<file path="src/rtl/addsub_seq.sv">
// addsub_seq: a multi-cycle adder/subtractor that processes a WIDTH-bit operand pair
// one DIGIT-bit slice per clock, LSB slice first.
// A single ripple slice is used, and the carry between slices is held in a register.
// Subtraction is computed as A + ~B + 1: the B slice is inverted and the initial carry is set to mode.
// WIDTH must be a positive multiple of DIGIT.
module addsub_seq #(
    parameter int WIDTH = 16,
    parameter int DIGIT = 4
) (
    input  logic             clk,
    input  logic             rst_n,
    input  logic             start,
    input  logic             mode,
    input  logic [WIDTH-1:0] A,
    input  logic [WIDTH-1:0] B,
    output logic             busy,
    output logic             done,
    output logic [WIDTH-1:0] SUM,
    output logic             Cout,
    output logic             OVF,
    output logic             ZERO
);

    localparam int NS = WIDTH / DIGIT;
    localparam int CW = (NS > 1) ? $clog2(NS) : 1;

    typedef enum logic [1:0] {IDLE, RUN, DONE} state_t;

    state_t           state, state_nxt;
    logic [WIDTH-1:0] a_reg, b_reg, res_reg, res_nxt;
    logic             mode_reg;
    logic             carry;
    logic [CW-1:0]    cnt;
    logic [DIGIT-1:0] a_sl, b_sl;
    logic [DIGIT:0]   slice_sum;
    logic             c_msb;
    logic             last;
    logic             accept;

    assign last   = (cnt == CW'(NS - 1));
    // A start request is honoured in both IDLE and DONE, so back-to-back operations lose no cycle.
    assign accept = start && (state != RUN);
    assign busy   = (state == RUN);
    assign done   = (state == DONE);

    // Datapath for one slice: select the current slice of each latched operand and ripple-add them.
    always_comb begin
        // NOTE: every combinational output gets a default first so no path leaves it unassigned (no latch).
        a_sl      = a_reg[int'(cnt)*DIGIT +: DIGIT];
        b_sl      = b_reg[int'(cnt)*DIGIT +: DIGIT] ^ {DIGIT{mode_reg}};
        slice_sum = {1'b0, a_sl} + {1'b0, b_sl} + {{DIGIT{1'b0}}, carry};
        // Carry into the top bit of the slice, recovered from the sum bit: s = a ^ b ^ cin.
        c_msb     = slice_sum[DIGIT-1] ^ a_sl[DIGIT-1] ^ b_sl[DIGIT-1];
        res_nxt   = res_reg;
        res_nxt[int'(cnt)*DIGIT +: DIGIT] = slice_sum[DIGIT-1:0];
    end

    // Next-state logic: IDLE -> RUN on start; RUN for NS slices; DONE for one cycle.
    always_comb begin
        state_nxt = state;
        case (state)
            IDLE:    if (start) state_nxt = RUN;
            RUN:     if (last) state_nxt = DONE;
            DONE:    state_nxt = start ? RUN : IDLE;
            default: state_nxt = IDLE;
        endcase
    end

    // State register.
    always_ff @(posedge clk or negedge rst_n) begin
        // NOTE: sequential state uses non-blocking assignments so every register samples pre-edge values.
        if (!rst_n) state <= IDLE;
        else        state <= state_nxt;
    end

    // Operand latch, slice iteration, and update of the result/flags at the final slice.
    always_ff @(posedge clk or negedge rst_n) begin
        if (!rst_n) begin
            a_reg    <= '0;
            b_reg    <= '0;
            mode_reg <= 1'b0;
            res_reg  <= '0;
            carry    <= 1'b0;
            cnt      <= '0;
            SUM      <= '0;
            Cout     <= 1'b0;
            OVF      <= 1'b0;
            ZERO     <= 1'b0;
        end else if (accept) begin
            a_reg    <= A;
            b_reg    <= B;
            mode_reg <= mode;
            carry    <= mode;
            cnt      <= '0;
        end else if (state == RUN) begin
            res_reg <= res_nxt;
            carry   <= slice_sum[DIGIT];
            cnt     <= cnt + CW'(1);
            if (last) begin
                SUM  <= res_nxt;
                Cout <= slice_sum[DIGIT];
                OVF  <= c_msb ^ slice_sum[DIGIT];
                ZERO <= (res_nxt == '0);
            end
        end
    end

endmodule

</file>
<file path="config.mk">
export PLATFORM = sky130hd
export DESIGN_NAME = addsub_seq
export DESIGN_NICKNAME = d
export VERILOG_FILES = /design/src/rtl/addsub_seq.sv
export SDC_FILE = /design/constraint.sdc
export NUM_CORES = 1
export LEC_CHECK = 0
export ABC_CLOCK_PERIOD_IN_PS = 4200
export BUFFER_PORTS_ARGS = -buffer_cell sky130_fd_sc_hd__buf_2
export CELL_PAD_IN_SITES_DETAIL_PLACEMENT = 1
export CELL_PAD_IN_SITES_GLOBAL_PLACEMENT = 2
export CORE_MARGIN = 3
export CORE_UTILIZATION = 37
export CTS_CLUSTER_DIAMETER = 50
export DETAILED_ROUTE_END_ITERATION = 6
export PLACE_DENSITY = 0.78
export SLEW_MARGIN = 5
export SYNTH_ARGS = -nofsm -noshare
export SYNTH_HDL_FRONTEND = slang
export SYNTH_SLANG_ARGS = --single-unit
</file>
<file path="constraint.sdc">
create_clock -name clk -period 4.2 [get_ports clk]
set_clock_uncertainty 0.15 [all_clocks]
set_input_delay 0.84 -clock clk [delete_from_list [all_inputs] [get_ports clk]]
set_output_delay 0.84 -clock clk [all_outputs]
set_load 0.02 [all_outputs]
</file>
# [Word-level counts from Yosys, hierarchy flattened]
# Cells that the tools add are included.
[totals] out_inout_bits=21 regBits=73
[classes] addsub=4 shifts=4 n_eq_ne=6 bitwise=5 muxes=9 reduce_logical=7
[op_table] op="negator 4 -> 33 bit" n=1
[op_table] op="variable shift 4 x 33 -> 16 bit (first input constant)" n=1
[op_table] op="indexed part select 4 x 33 -> 16 bit" n=1
[op_table] op="indexed part select 16 x 5 -> 4 bit" n=2
[op_table] op="bitwise mux 16 bit" n=1
[op_table] op="logical NOT 16 bit" n=1
[op_table] op="2-to-1 mux 2 bit" n=4
[op_table] op="case mux 2 bit (3 select lines)" n=1
[op_table] op="adder 4 x 4 -> 5 bit" n=1
[op_table] op="adder 5 x 1 -> 5 bit" n=1
[op_table] op="equality test 2 bit (second input constant)" n=2
[op_table] op="inequality test 2 x 1 -> 1 bit (second input constant)" n=2
[op_table] op="AND reduction 2 bit" n=2
[op_table] op="XOR 4 bit" n=1
[op_table] op="2-to-1 mux 1 bit" n=3
[op_table] op="AND reduction 3 bit" n=1
[op_table] op="XOR 1 bit" n=3
[op_table] op="adder 2 x 1 -> 2 bit (second input constant)" n=1
[op_table] op="equality test 2 x 1 -> 1 bit (second input constant)" n=1
[op_table] op="logical NOT 2 bit" n=1
[op_table] op="inequality test 2 bit (second input constant)" n=1
[op_table] op="nonzero test 2 bit" n=1
[op_table] op="logical AND 1 bit" n=1
[op_table] op="NOT 1 bit" n=1

# [Depth between registers and ports, before layout]
# Gate-level depths: netlist of run 1.
[logic_depth] depth_word=7 mapped_depth=12

# [Least setup slack after synthesis of run 1]
# No wires, ideal clock.
[synth_path] path_type="reg2reg" start="register cnt[0]" end="register OVF" t_arrival_ns=3.006 n_path_buf=2 path_slack_ns=0.919 setup_ns=0.125 path_stages_with_launch=13 cell_sequence="dfrtp_1 buf_6 buf_4 mux4_2 xnor2_1 fa_1 fa_1 inv_1 a21o_1 a21oi_1 xor2_1 xnor3_1 mux2_4"
[synth_via] elab_chain_cells=7 elab_cells_between_ends=10
[synth_lines] item="from (decl)" line_no="33" text="logic [CW-1:0] cnt;"
[synth_lines] item="from (signal assigned)" line_no="98" text="cnt <= cnt + CW'(1);"
[synth_lines] item="indexed part select 16 x 5 -> 4 bit" line_no="50" text="b_sl = b_reg[int'(cnt)*DIGIT +: DIGIT] ^ {DIGIT{mode_reg}};"
[synth_lines] item="XOR 4 bit" line_no="50"
[synth_lines] item="adder 4 x 4 -> 5 bit" line_no="51" text="slice_sum = {1'b0, a_sl} + {1'b0, b_sl} + {{DIGIT{1'b0}}, carry};"
[synth_lines] item="adder 5 x 1 -> 5 bit" line_no="51"
[synth_lines] item="XOR 1 bit (2 in a row)" line_no="53" text="c_msb = slice_sum[DIGIT-1] ^ a_sl[DIGIT-1] ^ b_sl[DIGIT-1];"
[synth_lines] item="XOR 1 bit" line_no="102" text="OVF <= c_msb ^ slice_sum[DIGIT];"
[synth_lines] item="to (signal assigned)" line_no="102"
[synth_lines] item="to (decl)" line_no="20" text="output logic OVF,"
# Parallel ways exist; a longest one is shown, timed or not.
# A chain may end at the register's enable or synchronous reset.

# [Final worst setup path of run 1]
# Same ends and word-level chain as after synthesis.

==> impl_metrics.yaml, run 1 <==
status:
  status: "completed"
synthesis:
  netlist_area_um2: 3510
  avgSynthCellArea_um2: 12.1
  ys_seq_elements: 73
  ys_warn_count: 0
  yosysUniqueCellTypes: 41
  syn_inst: 289
  synth.net_count: 336
  ys_seq_area_share_pct: 52.1
worst_setup_path:
  path_class: "reg2reg"
  end_kind: "flip-flop"
  cp-endpoint: "OVF$_DFFE_PN0P_"
  cp.required_ns: 4.29
  reg2reg_to: "OVF$_DFFE_PN0P_"
  r2r_slack_ns: 0.85
  reg2reg_from: "cnt[0]$_DFFE_PN0P_"
  cp-startpoint: "cnt[0]$_DFFE_PN0P_"
  path_max_fanout: 18
  critPathLaunchType: "flip-flop"
  r2r_cells: 11
  cp.arrival_ns: 3.43
sta:
  worst_pin_slew_ns: 1.00
  relSlewSlack_pct: 32.4
  period_share_pct: 79.7
  maxSlewViolCount: 0
  fmax_mhz: 299
  setup_ws_ns: 0.854
  setup_viol: 0
  fin_hold_ws_ns: 0.325
  hold_viol: 0
  setup_tns_ns: 0
  final.min_clock_period_ns: 3.35
  rsz0062_at_grt: "false"
routing:
  drt_iter0_drc: 62
  vias: 2425
  post_drt_wl_per_cell_um: 16.5
  route.detailed.drc: 0
  first_pass_iters: 4
  via_per_inst: 5.06
  wl_um: 7900
  ant_nets: 0
place:
  numPortBuffers: 56
  dp_cells: 463
  place_congestion: 0.783
  dpl.hpwl_um: 5790
  dp_slack_ns: 0.872
layout:
  drive_above_1_share_pct: 34.8
  synthToLayoutAreaGrowth_pct: 18.3
  final_cells: 479
  num-fill-cells: 1002
  diodes: 0
  nets: 395
global_route:
  grt_start_max_net_pins: 74
  antenna_found_initial: 0
  grt_use_total_pct: 16.6
  grt_first_pass_wirelength_um: 13500
  grt_pass1_vias: 2611
  grt.overflow.total: 0
floorplan:
  pin_count: 57
  die_x_um: 103
  start_util_pct: 39.1
  placementRows: 34
  dieArea_um2: 10700
  fp.dieH_um: 103
  core_area_um2: 8980
clock_network:
  cts_max_path_buffers: 2
  clk_latency_ns: 0.35
  numClockSinks: 73
  cts-resized-gates: 0
  cts_tree: "done"
  clk_pin_slew_ns: 0.07
  cts_root_buf: "clkbuf_8"
  cts_buffers: 9
  h-tree-depth: 3
  hold_buffers: 0
  postCtsSetupBuffers: 0
worst_hold_path:
  hold_path.class: "reg2reg"
job:
  drv_cap: 0
-- cell families after synthesis --
| group | after synthesis | share of synthesized area, % |
|---|---|---|
| AOI/OAI and AO/OA | 55 | 10.4 |
| adders and majority gates | 11 | 4.35 |
| xor gates and xnor gates | 8 | 2.82 |
| buffers and inverters | 30 | 3.78 |
| muxes | 47 | 17.7 |
| DFF | 73 | 52.1 |
| and+or+nand+nor | 65 | 8.85 |
-- worst max-delay path, stage by stage, from the launching register on --
cell	delay [ns]
dfrtp_1	0.38
buf_4	0.29
mux4_2	0.53
inv_1	0.10
fa_1	0.23
fa_1	0.22
inv_1	0.05
a21o_1	0.17
a21oi_1	0.40
xor2_1	0.21
xnor3_1	0.23
mux2_4	0.26
-- layout by cell type, fill, tap and decap left out, types with 6 or more instances in the layout --
| master | n |
|---|---|
| inv_1 | 15 |
| nor3_1 | 6 |
| a21oi_1 | 10 |
| clkbuf_8 | 11 |
| buf_4 | 7 |
| mux2_2 | 34 |
| nor2_1 | 13 |
| o21ai_0 | 20 |
| nand2_1 | 28 |
| a22o_1 | 6 |
| mux4_2 | 7 |
| dfrtp_1 | 73 |
| ha_1 | 9 |
| buf_2 | 56 |
-- worst min path at each step --
stage	depth (start not counted)	to	slack [ns]	from
finish	2	SUM[15]$_DFFE_PN0P_	0.33	SUM[15]$_DFFE_PN0P_
detailed placement	2	SUM[15]$_DFFE_PN0P_	0.32	SUM[15]$_DFFE_PN0P_
floorplan	2	res_reg[13]$_DFFE_PN0P_	0.30	res_reg[13]$_DFFE_PN0P_
CTS	2	SUM[15]$_DFFE_PN0P_	0.33	SUM[15]$_DFFE_PN0P_
global route	2	SUM[13]$_DFFE_PN0P_	0.35	SUM[13]$_DFFE_PN0P_
global placement	2	SUM[7]$_DFFE_PN0P_	0.31	SUM[7]$_DFFE_PN0P_
-- layer usage --
layer,GRT usage [%],up-vias,share of wire [%],wire (um)
li1,-,1148,-,-
met1,21.0,1215,44,3490
met2,27.5,52,50,3960
met3,4.36,10,4.2,328
met4,6.27,0,1.6,124
met5,0,-,0,0
-- Yosys cell counts (all sizes together) --
| library cell | count | area share (%) |
|---|---|---|
| dfrtp | 73 | 52 |
| mux4 | 8 | 5.2 |
| mux2i | 4 | 1.1 |
| a21oi | 10 | 1.4 |
| and2 | 1 | 0.18 |
| nor4b | 1 | 0.25 |
| nor2 | 13 | 1.4 |
| buf | 9 | 1.5 |
| a22oi | 4 | 0.86 |
| a22o | 6 | 1.5 |
| nor4 | 1 | 0.18 |
| o31ai | 1 | 0.21 |
| o21ai | 20 | 2.9 |
| a221oi | 3 | 0.75 |
| mux2 | 35 | 11 |
| ha | 9 | 3.2 |
| nand2b | 2 | 0.36 |
| inv | 15 | 1.6 |
| nor3 | 6 | 0.86 |
| nand2 | 28 | 3.0 |
| nand3b | 2 | 0.43 |
| a32o | 5 | 1.4 |
| xnor2 | 3 | 0.96 |
| nand3 | 1 | 0.14 |
| o22ai | 2 | 0.36 |
| xnor3 | 1 | 0.64 |
| and4 | 3 | 0.75 |
| xor2 | 4 | 1.2 |
| clkbuf | 6 | 0.64 |
| fa | 2 | 1.1 |
| o211a | 1 | 0.29 |
| o32ai | 1 | 0.25 |
| nor3b | 2 | 0.43 |
| nor2b | 5 | 0.89 |
| a21o | 2 | 0.43 |
-- final cells by class --
| class | instances | area, um^2 | area share (%) |
|---|---|---|---|
| Tap cell | 126 | 158 | 3.80 |
| Clock inverter | 5 | 77.6 | 1.87 |
| Sequential cell | 73 | 1830 | 44.0 |
| Timing Repair Buffer | 63 | 333 | 8.02 |
| Inverter | 15 | 56.3 | 1.36 |
| Clock buffer | 11 | 151 | 3.65 |
| Multi-Input combinational cell | 186 | 1550 | 37.3 |
-- through the flow --
stage | util (%) | cell area [um^2]
after floorplan | - | 3510
after global placement | 43.7 | 3920
after detailed placement | 43.7 | 3920
after CTS | 46.2 | 4150
after global routing | 46.2 | 4150
final | 46.2 | 4150
Power of run 1 is left out: the tool's default activity adds up to more than one toggle a clock period on the data nets, which glitch-free logic cannot reach.
==> run 2: changes to the inputs <==
Settings changed: ABC_CLOCK_PERIOD_IN_PS 4200 to 3500.
Clock period 4.2 ns to 3.5 ns, I/O delays scaled along.
==> impl_metrics.yaml, run 2 (synthesis results as in run 1) <==
status:
  status: "completed"
clock_network:
  clk_latency_ns: 0.35
  clk_pin_slew_ns: 0.08
  cts_buffers: 9
  cts_root_buf: "clkbuf_8"
  numClockSinks: 73
  hold_buffers: 0
  cts_max_path_buffers: 2
  h-tree-depth: 3
  cts_tree: "done"
  cts-resized-gates: 0
  postCtsSetupBuffers: 0
routing:
  via_per_inst: 5.13
  wl_um: 7960
  route.detailed.drc: 0
  vias: 2486
  post_drt_wl_per_cell_um: 16.4
  ant_nets: 0
  first_pass_iters: 4
  drt_iter0_drc: 34
sta:
  fin_hold_ws_ns: 0.250
  relSlewSlack_pct: 51.8
  setup_ws_ns: 0.271
  rsz0062_at_grt: "false"
  period_share_pct: 92.3
  setup_viol: 0
  hold_viol: 0
  worst_pin_slew_ns: 0.723
  final.min_clock_period_ns: 3.23
  maxSlewViolCount: 0
  setup_tns_ns: 0
  fmax_mhz: 310
floorplan:
  start_util_pct: 39.1
  dieArea_um2: 10700
  pin_count: 57
  placementRows: 34
  core_area_um2: 8980
  die_x_um: 103
  fp.dieH_um: 103
layout:
  final_area_um2: 4210
  layout_common_cells: "dfrtp_1 (73), buf_2 (56), mux2_2 (34), nand2_1 (28), o21ai_0 (20)"
  synthToLayoutAreaGrowth_pct: 20.0
  drive_above_1_share_pct: 35.7
  num-fill-cells: 997
  diodes: 0
  nets: 401
  layout_commonest_cell: "dfrtp_1"
worst_setup_path:
  cp_top_family: "adder cells"
  crit_chain: "mux4_2 -> xnor2_1 -> fa_1 -> fa_1 -> xnor2_1 -> a21oi_1 -> and4_1 -> a32o_1"
  cp.arrival_ns: 3.31
  cp_slowest_stage_delay_ns: 0.53
  crit_slowest_cell: "mux4_2"
  path_class: "reg2reg"
  cp.required_ns: 3.58
  path_max_fanout: 5
  critPathLaunchType: "flip-flop"
  worst-path-buf-inv: 0
  end_kind: "flip-flop"
place:
  numPortBuffers: 56
  dpl.hpwl_um: 5930
  dp_slack_ns: 0.295
  place_congestion: 0.808
  placed_cell_area_um2: 3980
job:
  drv_cap: 0
global_route:
  antenna_found_initial: 0
  grt_start_max_net_pins: 45
  grt_pass1_vias: 2684
  grt_first_pass_wirelength_um: 13500
  grt_use_total_pct: 16.6
  grt.overflow.total: 0
worst_hold_path:
  hold_path.class: "in2async"
==> run 2: changes by cell type in the layout (fill, tap and decap cells not counted) <==
cell and change:
clkbuf_1 +1, clkinvlp_4 -1, inv_6 +1, buf_4 +5
clkinv_2 -1, buf_12 +1
==> run 2: final cells by class <==
type                       count  area [um^2]  share of cell area (%)
sequential                    73         1830                    43.4
multi-input combinational    186         1550                    36.8
timing repair buffer          69          390                    9.28
tap                          126          158                    3.75
clock buffer                  12          155                    3.69
clock inverter                 4         73.8                    1.75
inverter                      15         56.3                    1.34
==> run 2: stage by stage <==
step | instances | util, %
floorplan | 289 | -
global placement | 469 | 44.3
detailed placement | 469 | 44.3
CTS | 485 | 46.9
global route | 485 | 46.9
finish | 485 | 46.9
==> run 2: worst paths after layout <==
kind                               startpoint                 end  slack (ns)  cells past startpoint
max reg2reg                cnt[0]$_DFFE_PN0P_    ZERO$_DFFE_PN0P_        0.27                      8
max in group asynchronous               rst_n   carry$_DFFE_PN0P_        2.26                      2
min                                     rst_n  SUM[8]$_DFFE_PN0P_        0.25                      1
max                        cnt[0]$_DFFE_PN0P_    ZERO$_DFFE_PN0P_        0.27                      8
min in group clk           SUM[0]$_DFFE_PN0P_  SUM[0]$_DFFE_PN0P_        0.32                      2
min reg2reg                SUM[0]$_DFFE_PN0P_  SUM[0]$_DFFE_PN0P_        0.32                      2
==> run 2: layer usage <==
layer / part of all wire [%] / global-route usage, % / vias up
met4: 1.5 / 6.27 / 0
met3: 4.1 / 3.02 / 12
met5: 0 / 0 / -
met1: 44 / 20.8 / 1261
li1: - / - / 1161
met2: 50 / 28.3 / 52
Power of run 2 is left out for the same reason.
==> run 3: changes to the inputs <==
Settings changed: PLACE_DENSITY 0.78 to default, PLACE_DENSITY_LB_ADDON from default to 0.1.
==> impl_metrics.yaml, run 3 (synthesis results as in run 1) <==
clock_network:
  clk_latency_ns: 0.34
  cts_max_path_buffers: 2
  cts-resized-gates: 0
  numClockSinks: 73
  h-tree-depth: 3
  cts_tree: "done"
  cts_root_buf: "clkbuf_8"
  cts_buffers: 9
  hold_buffers: 0
  clk_pin_slew_ns: 0.08
  postCtsSetupBuffers: 0
worst_setup_path:
  critPathLaunchType: "flip-flop"
  cp_slowest_stage_delay_ns: 0.53
  worst-path-buf-inv: 0
  crit_chain: "mux4_2 -> xnor2_1 -> fa_1 -> fa_1 -> xnor2_1 -> a21oi_1 -> and4_1 -> a32o_1"
  cp_top_family: "adder cells"
  cp.arrival_ns: 3.28
  path_max_fanout: 3
  crit_slowest_cell: "mux4_2"
  path_class: "reg2reg"
  cp.required_ns: 3.59
  end_kind: "flip-flop"
routing:
  post_drt_wl_per_cell_um: 16.7
  drt_iter0_drc: 49
  met2_length_um: 4150
  routedLengthMet1_um: 3550
  vias: 2406
  route.detailed.drc: 0
  dr_wl_met3_um: 260
  wl_um: 8090
  via_per_inst: 4.96
  first_pass_iters: 4
  ant_nets: 0
  highest_layer: "met4"
global_route:
  grt_pass1_vias: 2617
  grt_use_total_pct: 16.4
  grt.overflow.total: 0
  antenna_found_initial: 0
  grt_first_pass_wirelength_um: 13200
  grt_start_max_net_pins: 34
floorplan:
  pin_count: 57
  core_area_um2: 8980
  die_x_um: 103
  placementRows: 34
  dieArea_um2: 10700
  fp.dieH_um: 103
  start_util_pct: 39.1
job:
  drv_cap: 0
sta:
  worst_pin_slew_ns: 0.793
  setup_viol: 0
  rsz0062_at_grt: "false"
  final.min_clock_period_ns: 3.19
  setup_tns_ns: 0
  hold_viol: 0
  period_share_pct: 91.1
  maxSlewViolCount: 0
  fmax_mhz: 314
  relSlewSlack_pct: 47.1
worst_hold_path:
  hold_path.class: "in2async"
place:
  numPortBuffers: 56
  dpl.hpwl_um: 5980
  place_congestion: 0.771
layout:
  nets: 401
  synthToLayoutAreaGrowth_pct: 18.5
  layout_commonest_cell: "dfrtp_1"
  layout_common_cells: "dfrtp_1 (73), buf_2 (56), mux2_2 (34), nand2_1 (28), o21ai_0 (20)"
  diodes: 0
  drive_above_1_share_pct: 35.1
status:
  status: "completed"
==> run 3: cell types whose count changed in the layout (fill, tap and decap cells not counted), sizes merged <==
cell,delta
clkbuf,+1
bufinv,-1
clkinv,+1
inv,-1
==> run 3: final timing paths <==
path,startpoint,to,slack (ns),cells past startpoint
setup / recovery,cnt[0]$_DFFE_PN0P_,ZERO$_DFFE_PN0P_,0.31,8
hold / removal,rst_n,res_reg[0]$_DFFE_PN0P_,0.28,1
setup reg to reg,cnt[0]$_DFFE_PN0P_,ZERO$_DFFE_PN0P_,0.31,8
hold reg to reg,SUM[13]$_DFFE_PN0P_,SUM[13]$_DFFE_PN0P_,0.33,2
max in group asynchronous,rst_n,b_reg[13]$_DFFE_PN0P_,2.13,2
min in group clk,SUM[13]$_DFFE_PN0P_,SUM[13]$_DFFE_PN0P_,0.33,2
==> run 3: per-layer routing <==
layer | global-route usage (%) | up-vias
li1 | - | 1159
met1 | 20.1 | 1189
met2 | 28.5 | 47
met3 | 3.49 | 11
met4 | 5.58 | 0
met5 | 0 | -
==> run 3: final cells by class <==
cell class | count | area [um^2]
flip-flops and latches | 73 | 1830
clock buffers | 13 | 149
multi-input cells | 186 | 1550
well taps | 126 | 158
fillers | 983 | 4820
clock inverters | 3 | 40.0
repair buffers | 69 | 378
inverters | 15 | 56.3
==> run 3: stage by stage <==
stage	hold WS [ns]	instance area (um^2)	util, %	setup WS, ns	cells
2_1_floorplan	0.254	3510	-	0.219	289
3_3_place_gp	0.308	3970	44.2	0.415	469
3_5_place_dp	0.315	3970	44.2	0.359	469
4_1_cts	0.301	4150	46.3	0.313	485
5_1_grt	0.327	4150	46.3	0.133	485
6_report	0.280	4150	46.3	0.311	485
Power of run 3 is left out for the same reason.
